### config.mk
export PLATFORM = sky130hd
export DESIGN_NAME = seq_pattern_gen
export DESIGN_NICKNAME = d
export VERILOG_FILES = /design/src/rtl/seq_pattern_gen.sv
export SDC_FILE = /design/constraint.sdc
export NUM_CORES = 1
export LEC_CHECK = 0
export BUFFER_PORTS_ARGS = -buffer_cell sky130_fd_sc_hd__buf_2
export CORE_AREA = 2 2 39 41
export CTS_CLUSTER_DIAMETER = 100
export DETAILED_ROUTE_END_ITERATION = 10
export DIE_AREA = 0 0 41 43
export MAX_ROUTING_LAYER = met4
export PLACE_DENSITY_LB_ADDON = 0.12
export SYNTH_ARGS = -nofsm -noshare
export SYNTH_HDL_FRONTEND = slang
export SYNTH_SLANG_ARGS = --single-unit
### constraint.sdc
create_clock -name clk -period 1.8 [get_ports clk]
set_input_delay 0.36 -clock clk [delete_from_list [all_inputs] [get_ports clk]]
set_output_delay 0.36 -clock clk [all_outputs]
set_load 0.03 [all_outputs]
### src/rtl/seq_pattern_gen.sv
// seq_pattern_gen: serial 4-bit pattern burst generator; define SEQGEN_LOOP_EN to make reps == 0 start an endless burst
package common;
   typedef enum logic [2:0] {S0, S1, S2, S3, S4} example_states;
endpackage

module seq_pattern_gen #(
   parameter logic [3:0] PATTERN = 4'b1011,
   parameter int         REPS_W  = 4
) (
   input  logic              clk,
   input  logic              reset,
   input  logic              start,
   input  logic [REPS_W-1:0] reps,
   input  logic              abort,
   output logic              dout,
   output logic              dout_valid,
   output logic              busy,
   output logic              done
);
   import common::*;

   example_states     r_state, w_state_next;
   logic [REPS_W-1:0] r_remaining, w_remaining_next;
   logic              r_done, w_done_next;
   logic              w_accept;

`ifdef SEQGEN_LOOP_EN
   assign w_accept = start;
`else
   assign w_accept = start && (reps != '0);
`endif

   // next-state, repetition bookkeeping and done generation; abort overrides everything outside S0
   always_comb begin
      w_state_next     = r_state;
      w_remaining_next = r_remaining;
      w_done_next      = 1'b0;
      case (r_state)
         S0: if (w_accept) begin
            w_state_next     = S1;
            w_remaining_next = reps;
         end
         S1: w_state_next = S2;
         S2: w_state_next = S3;
         S3: w_state_next = S4;
         S4: if (r_remaining == REPS_W'(1)) begin
            w_state_next     = S0;
            w_remaining_next = '0;
            w_done_next      = 1'b1;
         end else if (r_remaining != '0) begin
            w_state_next     = S1;
            w_remaining_next = r_remaining - REPS_W'(1);
         end else begin
`ifdef SEQGEN_LOOP_EN
            w_state_next = S1;
`else
            w_state_next = S0;
`endif
         end
         default: begin
            w_state_next     = S0;
            w_remaining_next = '0;
         end
      endcase
      if (abort && r_state != S0) begin
         w_state_next     = S0;
         w_remaining_next = '0;
         w_done_next      = 1'b0;
      end
   end

   // state, counter and done pulse registers with synchronous reset
   always_ff @(posedge clk) begin
      if (reset) begin
         r_state     <= S0;
         r_remaining <= '0;
         r_done      <= 1'b0;
      end else begin
         r_state     <= w_state_next;
         r_remaining <= w_remaining_next;
         r_done      <= w_done_next;
      end
   end

   // Moore outputs decoded from the current state
   always_comb begin
      busy       = r_state != S0;
      dout_valid = busy;
      dout       = r_state == S1 ? PATTERN[3] :
                   r_state == S2 ? PATTERN[2] :
                   r_state == S3 ? PATTERN[1] :
                   r_state == S4 ? PATTERN[0] : 1'b0;
      done       = r_done;
   end
endmodule
Word level (Yosys, flattened, before mapping) --
Index checks and enable logic that the tools add are counted. Widths: inputs -> output; s select.
Operators by class: $add $sub $neg 1, multiplexer cells 13, bitwise operators 2, eq/ne operators 7, reductions and logical operators 10
Operators by type and width (number):
- $pmux 3 s5 | 1
- $mux 4 | 3
- $pmux 4 s3 | 1
- $reduce_bool 4->1 | 2
- $mux 1 | 7
- $eq 3x2->1 const B | 2
- $reduce_or 3->1 | 2
- $eq 4x1->1 const B | 1
- $sub 4x1->4 const B | 1
- $eq 3x1->1 const B | 1
- $eq 3x3->1 const B | 1
- $logic_not 3->1 | 1
- $mux 3 | 1
- $ne 3x3->1 const B | 1
- $reduce_and 3->1 | 1
- $reduce_bool 3->1 | 1
- $logic_and 1x1->1 | 2
- $ne 2x2->1 const B | 1
- $not 1->1 | 2
- $reduce_or 2->1 | 1
Storage, ports and cells: bits in registers 8

Logic depth before layout (Yosys ltp) --
word-level depth 5, gate-level depth with buffers 6, gate-level depth less buffers 6

Least setup slack after synthesis --
OpenSTA, ideal clock, no wires.
path type register to output, start point register r_state[2], end point output dout, arrival time 1.221 ns, setup slack 0.219 ns, stages on the path, launching flop included 3, path through dfxtp_1 > buf_4 > o21ai_0
On the way: longest elaborated chain between the ends 5, elaborated cells between the ends (all ways) 8
RTL lines:
- from (decl) | RTL line 22 | example_states r_state, w_state_next;
- from (signal assigned) | RTL line 79 | r_state <= w_state_next;
- $eq 3x3->1 | RTL line 92 | r_state == S4 ? PATTERN[0] : 1'b0;
- $mux 1 | RTL line 92
- $mux 1 | RTL line 91 | r_state == S3 ? PATTERN[1] :
- $mux 1 | RTL line 90 | r_state == S2 ? PATTERN[2] :
- $mux 1 (*) | RTL line 89 | dout = r_state == S1 ? PATTERN[3] :
- to (decl) | RTL line 15 | output logic dout,
Every way passes the cells marked *; elsewhere a longest branch is shown, timed or not.

Final worst setup path --
start point register r_state[0], end point output dout
Same word-level chain as after synthesis.

==> results.py <==
metrics = {
    "critical_path": {
        "slowest_stage": "dfxtp_1",
        "critPathKind": "reg2out",
        "crit_arrival_ns": 1.29,
        "worstSetupStartpointType": "flop",
        "worstPathRequired_ns": 1.44,
        "crit_chain": "nor2_4, nand2_1, o21ai_0, buf_2",
        "cp_top_family": "flip-flops",
        "critical-path-max-stage-delay_ns": 0.38,
        "cp-end-kind": "output pin",
        "crit_buf_inv": 1,
        "cp_max_fo": 8,
    },
    "global_route": {
        "overflow": 0,
        "antenna_found_initial": 0,
        "grt_pass1_vias": 498,
        "busiest_layer": "met2",
        "grt_usage": 0.183,
        "grt_max_degree": 16,
        "grt_pass1_wl_mm": 2.04,
        "globalRouteMet3Util": 0.115,
        "globalRouteMet1Util": 0.203,
        "grt.met2_usage": 0.259,
    },
    "flow_run": {
        "maxCapViolations": 0,
    },
    "clocking": {
        "clockBufferDepth": 2,
        "cts-buffers-inserted": 3,
        "ctsHtreeMaxLevel": 1,
        "root_buffer": "clkbuf_4",
        "ctsHoldBuffers": 0,
        "clkLatencyLatePin_ns": 0.26,
        "cts_resized": 0,
        "clock_sinks": 8,
        "cts_tree": "done",
        "cts_setup_buffers": 0,
        "path_clk_slew_ns": 0.06,
    },
    "cells_and_area": {
        "drive_gt1_frac": 0.320,
        "fin_nets": 87,
        "stdcell_area_um2": 626,
        "fin_util": 0.452,
        "final_cell_mix": "buf_2, dfxtp_1, inv_1, nand2_1, nor3_1",
        "diodes": 0,
        "final_common_cell": "buf_2",
        "area_delta_synth_final_pct": 16.8,
    },
    "placement": {
        "place.gp.congestion": 0.869,
        "io_buffers": 11,
        "placed_area_um2": 603,
        "place_hpwl_um": 896,
    },
    "die": {
        "rows": 14,
        "initial_core_util": 0.387,
        "ioPinCount": 12,
        "die-area_um2": 1760,
        "die_h_um": 43,
        "die_x_um": 41,
        "core_area_um2": 1380,
    },
    "sta": {
        "relSlewSlack": 0.821,
        "finalSetupViolCount": 0,
        "worst_pin_slew_ns": 0.268,
        "slew_violations": 0,
        "fmax_mhz": 605,
        "rsz0062_at_grt": "false",
        "finalCritPeriodShare": 0.918,
        "layout_min_cycle_time_ns": 1.65,
        "fin_skew_ns": 0.00110,
        "whs_ns": 0.433,
        "tns_ns": 0,
        "finalHoldViolations": 0,
    },
    "detailed_routing": {
        "routed_wl_mm": 1.20,
        "antenna_left": 0,
        "firstDrtPassIters": 4,
        "via_count": 503,
        "wl_per_cell_um": 13.2,
        "via_per_inst": 5.53,
        "drtIter0Drc": 10,
        "drc": 0,
    },
    "yosys": {
        "synth_nets": 72,
        "synth-seq-area-share": 0.299,
        "syn_avg_cell_area_um2": 8.64,
        "syn_inst": 62,
        "yosys_warnings": 0,
        "syn-cell-area_um2": 536,
        "synth_edf_count": 0,
        "synthArstFlopShare": 0,
        "ys_seq_elements": 8,
        "ys.flop_type": "dfxtp_1",
        "synth.distinct_cells": 31,
    },
    "hold_path": {
        "hp-class": "in2reg",
    },
    "power_and_ir_drop": {
        "p_per_area_nw_per_um2": 920,
        "vdd_drop_max_v": 0.000561,
        "p_leak_nw": 0.247,
    },
    "outcome": {
        "outcome": "finished, final reports clean",
    },
}
[routing by layer]
layer	up-vias	wire length, um
li1	254	-
met1	226	493
met2	17	580
met3	6	91
met4	0	34
met5	-	0
[registers in the layout, summed over array words and instances (netlist names)]
name / flops
r_state: 3
r_remaining: 4
done: 1
[metrics by stage]
| stage | total power, mW | setup slack [ns] | std cells |
|---|---|---|---|
| 6_report | 0.576 | 0.147 | 91 |
| 5_1_grt | 0.619 | 0.0568 | 91 |
| 4_1_cts | 0.582 | 0.134 | 91 |
| 3_5_place_dp | 0.435 | 0.215 | 88 |
| 3_3_place_gp | 0.438 | 0.259 | 88 |
| 2_1_floorplan | 0.390 | 0.219 | 62 |
[synthesized netlist by cell type (2+ instances only)]
master	instances	area share
buf_4	2	0.028
dfxtp_1	8	0.30
ha_1	2	0.047
inv_1	6	0.042
mux2i_1	3	0.056
nand2_1	6	0.042
nand2b_1	2	0.023
nand3_1	3	0.028
nor3_1	6	0.056
o21ai_0	3	0.028
[final timing paths]
kind / cells past startpoint / end / startpoint / slack (ns)
max: 4 / dout / r_state[0] / 0.15
max reg2reg: 4 / r_remaining[2] / r_state[0] / 0.36
min: 4 / r_remaining[1] / reset / 0.43
min reg2reg: 2 / r_remaining[1] / r_remaining[1] / 0.51
[worst min-delay path: cells and delay by family]
family	cells	cell delay [ns]
multiplexers	1	0.06
AO/OA/AOI/OAI	1	0.05
buffers and inverters	1	0.11
AND/OR/NAND/NOR	1	0.06
[area by class of cell]
| cell class | instances | area, um^2 |
|---|---|---|
| fillers | 148 | 758 |
| well taps | 16 | 20.0 |
| multi-input cells | 46 | 338 |
| flip-flops and latches | 8 | 160 |
| clock buffers | 3 | 22.5 |
| repair buffers | 12 | 62.6 |
| inverters | 6 | 22.5 |
[cell families (layout without fill, tap and decap cells)]
| family | after synthesis | count (layout) | synth area share |
|---|---|---|---|
| xor+xnor | 1 | 1 | 0.0164 |
| flops | 8 | 8 | 0.299 |
| fa+ha+maj | 2 | 2 | 0.0467 |
| buf+inv | 8 | 21 | 0.0701 |
| simple gates | 25 | 25 | 0.262 |
| mux | 4 | 4 | 0.0771 |
| compound gates | 14 | 14 | 0.229 |
[where the power goes]
group	total (mW)	switching [mW]	internal [mW]
registers	0.218	0.0243	0.193
logic	0.213	0.126	0.0877
clock network	0.145	0.0678	0.0768
total	0.576	0.218	0.358
Power figures use the tool's default switching activity.
